`config.mk`:
```
export PLATFORM = sky130hd
export DESIGN_NAME = mux4_scan_sequencer_flat
export DESIGN_NICKNAME = d
export VERILOG_FILES = /design/src/rtl/mux4_scan_sequencer_if.sv /design/src/rtl/mux4_scan_sequencer.sv /design/src/flat_wrapper.sv
export SDC_FILE = /design/constraint.sdc
export NUM_CORES = 1
export LEC_CHECK = 0
export ABC_AREA = 1
export CAP_MARGIN = 30
export CORE_MARGIN = 1.5
export CORE_UTILIZATION = 40
export CTS_BUF_LIST = sky130_fd_sc_hd__clkbuf_8
export CTS_CLUSTER_SIZE = 10
export DETAILED_ROUTE_END_ITERATION = 12
export SYNTH_ARGS = -nofsm -noshare
export SYNTH_HDL_FRONTEND = slang
export SYNTH_SLANG_ARGS = --single-unit
```
`constraint.sdc`:
```
create_clock -name clk -period 1.35 [get_ports clk]
set_input_delay 0.3375 -clock clk [delete_from_list [all_inputs] [get_ports clk]]
set_output_delay 0.3375 -clock clk [all_outputs]
set_load 0.02 [all_outputs]
```
`src/rtl/mux4_scan_sequencer_if.sv`:
```
// Bus between the system, the 4:1 mux and the scan sequencer.
// The slave side is the sequencer and the master side is the system/mux.
interface mux4_scan_sequencer_if;
    logic       start;
    logic       continuous;
    logic [3:0] chan_en;
    logic       y_in;
    logic       s1;
    logic       s0;
    logic [3:0] samples;
    logic       sample_valid;
    logic       busy;

    modport slave (
        input  start, continuous, chan_en, y_in,
        output s1, s0, samples, sample_valid, busy
    );

    modport master (
        output start, continuous, chan_en, y_in,
        input  s1, s0, samples, sample_valid, busy
    );
endinterface

```
`src/rtl/mux4_scan_sequencer.sv`:
```
// Walks the 4:1 mux select through the enabled channels, samples each channel after a settle
// time, and publishes the four samples as one snapshot with a single-cycle valid strobe.
//
// state     | meaning
// ST_IDLE   | select parked at 00, waiting for start with a non-zero enable
// ST_SETTLE | holding the select on one channel; sample taken when counter hits 0
module mux4_scan_sequencer #(
    parameter int SETTLE_CYCLES = 2
) (
    input  logic                  clk,
    input  logic                  rst,
    mux4_scan_sequencer_if.slave  bus
);
    localparam int CNT_W = (SETTLE_CYCLES < 1) ? 1 : $clog2(SETTLE_CYCLES + 1);
    localparam logic [CNT_W-1:0] CNT_LOAD = CNT_W'(SETTLE_CYCLES);

    localparam logic [0:0] ST_IDLE   = 1'b0;
    localparam logic [0:0] ST_SETTLE = 1'b1;

    logic [0:0]       r_state;
    logic [3:0]       r_en;
    logic [3:0]       r_work;
    logic [CNT_W-1:0] r_cnt;
    logic [1:0]       r_sel;
    logic [3:0]       r_samples;
    logic             r_valid;

    logic [2:0]       w_first;
    logic [2:0]       w_next;
    logic [3:0]       w_work;

    // Returns {found, index} of the lowest enabled channel at or above 'from'.
    function automatic logic [2:0] f_find(input logic [3:0] en, input int from);
        logic [2:0] res;
        res = 3'b000;
        for (int i = 3; i >= 0; i--) begin
            if (en[i] && (i >= from)) res = {1'b1, 2'(i)};
        end
        return res;
    endfunction

    always_comb begin
        w_first        = f_find(bus.chan_en, 0);
        w_next         = f_find(r_en, int'(r_sel) + 1);
        w_work         = r_work;
        w_work[r_sel]  = bus.y_in;
    end

    always_ff @(posedge clk) begin
        if (rst) begin
            r_state   <= ST_IDLE;
            r_en      <= 4'b0000;
            r_work    <= 4'b0000;
            r_cnt     <= '0;
            r_sel     <= 2'b00;
            r_samples <= 4'b0000;
            r_valid   <= 1'b0;
        end else begin
            r_valid <= 1'b0;
            case (r_state)
                ST_IDLE: begin
                    if (bus.start && w_first[2]) begin
                        r_en    <= bus.chan_en;
                        r_work  <= 4'b0000;
                        r_sel   <= w_first[1:0];
                        r_cnt   <= CNT_LOAD;
                        r_state <= ST_SETTLE;
                    end
                end
                ST_SETTLE: begin
                    if (r_cnt != '0) begin
                        r_cnt <= r_cnt - CNT_W'(1);
                    end else if (w_next[2]) begin
                        r_work <= w_work;
                        r_sel  <= w_next[1:0];
                        r_cnt  <= CNT_LOAD;
                    end else begin
                        r_samples <= w_work;
                        r_valid   <= 1'b1;
                        r_work    <= 4'b0000;
                        // Back-to-back frames re-latch the enable at the boundary.
                        if (bus.continuous) r_en <= bus.chan_en;
                        if (bus.continuous && w_first[2]) begin
                            r_sel <= w_first[1:0];
                            r_cnt <= CNT_LOAD;
                        end else begin
                            r_sel   <= 2'b00;
                            r_cnt   <= '0;
                            r_state <= ST_IDLE;
                        end
                    end
                end
                default: r_state <= ST_IDLE;
            endcase
        end
    end

    assign bus.s1           = r_sel[1];
    assign bus.s0           = r_sel[0];
    assign bus.samples      = r_samples;
    assign bus.sample_valid = r_valid;
    assign bus.busy         = (r_state == ST_SETTLE);
endmodule

```
`src/flat_wrapper.sv`:
```
// flat-port wrapper written by rule: the top's interface ports become plain ports
module mux4_scan_sequencer_flat 
#(
    parameter int SETTLE_CYCLES = 2
)
  (clk, rst, bus_start, bus_continuous, bus_chan_en, bus_y_in, bus_s1, bus_s0, bus_samples, bus_sample_valid, bus_busy);
  mux4_scan_sequencer_if bus_i ();
  input  logic clk;
  input  logic rst;
  input wire logic [$bits(bus_i.start)-1:0] bus_start;
  input wire logic [$bits(bus_i.continuous)-1:0] bus_continuous;
  input wire logic [$bits(bus_i.chan_en)-1:0] bus_chan_en;
  input wire logic [$bits(bus_i.y_in)-1:0] bus_y_in;
  output wire logic [$bits(bus_i.s1)-1:0] bus_s1;
  output wire logic [$bits(bus_i.s0)-1:0] bus_s0;
  output wire logic [$bits(bus_i.samples)-1:0] bus_samples;
  output wire logic [$bits(bus_i.sample_valid)-1:0] bus_sample_valid;
  output wire logic [$bits(bus_i.busy)-1:0] bus_busy;
  assign bus_i.start = bus_start;
  assign bus_i.continuous = bus_continuous;
  assign bus_i.chan_en = bus_chan_en;
  assign bus_i.y_in = bus_y_in;
  assign bus_s1 = bus_i.s1;
  assign bus_s0 = bus_i.s0;
  assign bus_samples = bus_i.samples;
  assign bus_sample_valid = bus_i.sample_valid;
  assign bus_busy = bus_i.busy;
  mux4_scan_sequencer #(.SETTLE_CYCLES(SETTLE_CYCLES)) u_core (.clk(clk), .rst(rst), .bus(bus_i));
endmodule
```
==> metrics.md <==
| Metric | Value |
|---|---|
| Crit-path leading delay family | simple AND/OR/NAND/NOR gates |
| Vias in the first global route | 862 |
| Hold Path Origin | u_core.bus.samples[3] |
| CP Capture Type | flop |
| Tmin final | 1.29 ns |
| Via density per instance | 4.69 |
| Setup total negative slack | 0 ns |
| Wire length per cell | 10.7 um |
| Synth top area share | 37.4% |
| Max-cap viol count | 0 |
| Fraction of registers with async set/reset | 0% |
| Number of flops mapped to enable cells by yosys | 0 |
| Hold path cells | 2 |
| Hold Path End | u_core.bus.samples[3] |
| Core Area | roughly 0.0022 mm^2 |
| Slew @ Worst Pin | 0.245 ns |
| Syn Nets | about 140 |
| Synth warn | 0 |
| Hold Vio Cnt, Final | 0 |
| Initial antenna violation count | 0 |
| Final Setup Violations | 0 |
| Initial core utilization | 41.6% |
| Storage cell area | 343 um^2 |
| Post-Syn Area | approximately 910 um^2 |
| I/O Buffers | 16 |
| PD cells | roughly 1100 mW/mm^2 |
| Outcome | finished clean |
| Worst Setup SP | u_core.r_sel[1] |
| Post-DP HPWL | 1620 um |
| Critical-path top delay cell | dfxtp_2 |
| Largest family of logic cells by synthesized area | simple AND/OR/NAND/NOR gates |
| ANT nets after route | 0 |
| Worst R2R Setup Slack | between 0.06 and 0.07 ns |
| Pleak | 0.639 nW |
| Placed Cells incl. Taps | 190 |
| Iteration-0 DRC Markers | 15 |
| Post-synthesis compound-gate area fraction | between 10% and 20% |
| Worst R2R End | u_core.bus.samples[2] |
| Setup Crit Path Kind | reg2reg |
| Grt ovf | 0 |
| Area taken by multi-input logic gates | 513 um^2 |
| Die Y | between 50 and 60 um |
| #FFs+latches synth | 17 |
| N_diodes | 0 |
| CTS Buf Count | 3 |
| IR drop worst, VDD | 885 uV |
| DIE WIDTH | around 51 um |
| Worst Setup Start Kind | flop |
| Std-Cell Rows | 17 |
| Clk slew on worst S/H paths | 0.07 ns |
| FF-to-FF path depth | 8 |
| Clock buffer depth | 2 |
| Proportion of synthesized area in mux cells | 0% |
| Global-route wire length before repair | 3460 um |
| Non-Filler Instances | 194 |
| Ports | 17 |
| CP max FO | 5 |
| Root Buffer Master | clkbuf_8 |
| Nets | 176 |
| Final period util | between 90% and 100% |
| Clk Latency, worst-skew pair | 0.26 ns |
| Adder-cell share of the synthesized area | 0% |
| Via count | 909 |
| WP data arrival | 1.44 ns |
| Post-Place Setup Slack | -0.287 ns |
| Post-Synth Simple-Gate Area | a little under two fifths |
| Mean Syn Cell Area | 6.75 um^2 |
| Worst EP required | between 1.5 and 2 ns |
| Worst r2r src | u_core.r_sel[1] |
| Max incr delay on CP | 0.35 ns |
| Cell Chain, Critical Path | buf_4 > nand2_1 > nand2_2 > nand3_4 > nor2_4 > inv_2 > nor2_1 > nor2_1 |
| Register area share after synthesis | 37.4% |
| Synth area leaders | dfxtp_1 (37%), nand2_1 (14%), a21oi_1 (7.7%), nor2_1 (6.2%), inv_1 (5.4%) |
| Final wirelength | slightly above 2000 um |
| Detailed Routing Iterations Pass 1 | 4 |
| Share of layout cells above drive strength 1 | 25.9% |
| Largest net degree at the start of global routing | 12 |
| Synth area leader | dfxtp_1 |
| Hold WC Path Type | reg2reg |
| Fillers | 220 |
| Rel. slew slack | 83.5% |
| CTS tree | yes |
| Syn Inst Count | around 140 |
| Final Max Slew Viols | 0 |
| H-tree levels | 1 |
| Worst path most repeated cell | nor2_1 |
| Primary FF master, synth | dfxtp_1 |
| Worst setup margin | between 0.06 and 0.07 ns |
| RSZ-0062 raised after global routing | true |
| FMAX | 777 MHz |
| Layout Skew | 0.00654 ns |
| Layout Utilization | 58.3% |
| Total Routing Usage GR | 18.0% |
| Die ar. | 0.00257 mm^2 |
| Area grow syn2layout | 40.2% |
| Clk sinks | 17 |
| Synth cell types | 22 |
| Hold_ws | roughly 0.46 ns |
| Post-Synth XOR/XNOR Area | 0% |
| RD Place Congestion | around 0.83 |
| # DRC | 0 |
| Worst Path Buf+Inv | 2 |
[what timing repair did]
item,in CTS,in global routing
pin swaps,1,8
resized for setup,10,14
setup buffers,0,0
hold buffers,0,0
endpoints found under the setup margin,14,15
[power by group]
part           total [mW]  switching, mW  internal, mW  leakage, nW
logic               0.464          0.278         0.186        0.478
clock network       0.389          0.182         0.208       0.0217
registers           0.578         0.0306         0.548        0.140
[registers in the layout (all words and copies together), names as in the netlist]
name	flops
u_core.r_cnt	2
u_core.r_en	3
u_core.bus.samples	4
u_core.r_work	4
u_core.bus.busy	1
u_core.r_sel	2
u_core.bus.sample_valid	1
[synth_stat cells, drive strengths merged (2+ instances only)]
library cell,instances
nand4,3
inv,20
a31oi,2
nor2,19
dfxtp,17
nand2,38
a21oi,14
o21ai,7
nand3,9
[cells in the final DEF (no fill, tap or decap), types with 6 or more instances in the layout]
cell type	count
inv_2	7
dlygate4sd2_1	7
nor2_1	12
buf_4	13
a21oi_1	14
nand2_1	32
inv_1	13
dfxtp_1	15
nor2_2	6
nand3_1	6
[per-stage QoR]
step                power [mW]  instance area [um^2]
floorplan                0.888                   911
global placement          1.04                  1190
detailed placement        1.05                  1190
CTS                       1.43                  1230
global route              1.52                  1280
finish                    1.43                  1280
[routing by layer]
layer	vias to the layer above	global-route usage [%]	share of wire (%)
li1	492	-	-
met1	403	20.9	46
met2	9	31.1	50
met3	5	5.36	2.9
met4	0	6.76	1.3
met5	-	0	0
[worst min-delay path, stage by stage, from the launching register on]
cell	delay, ns
dfxtp_1	0.31
nand2_1	0.06
a21oi_1	0.05
[worst max path at each step]
stage | slack, ns | to | depth (start not counted)
floorplan | 0.01 | u_core.r_sel[0] | 7
global placement | -0.23 | u_core.r_en[2] | 8
detailed placement | -0.29 | u_core.r_work[1] | 8
CTS | 0.002 | u_core.r_en[3] | 9
global route | -0.004 | u_core.bus.samples[1] | 8
finish | 0.06 | u_core.bus.samples[2] | 8
[kinds of logic after synthesis]
| logic type | after synthesis |
|---|---|
| AND/OR/NAND/NOR | 70 |
| AO/OA/AOI/OAI | 25 |
| buffers and inverters | 23 |
| flip-flops | 17 |
[final cells by class]
class	instances	area share, %
flip-flops and latches	17	26.8
repair buffers	29	20.3
well taps	28	2.74
clock buffers	3	3.23
clock inverters	1	0.588
multi-input cells	95	40.2
inverters	21	6.17
Power figures use the tool's default switching activity.
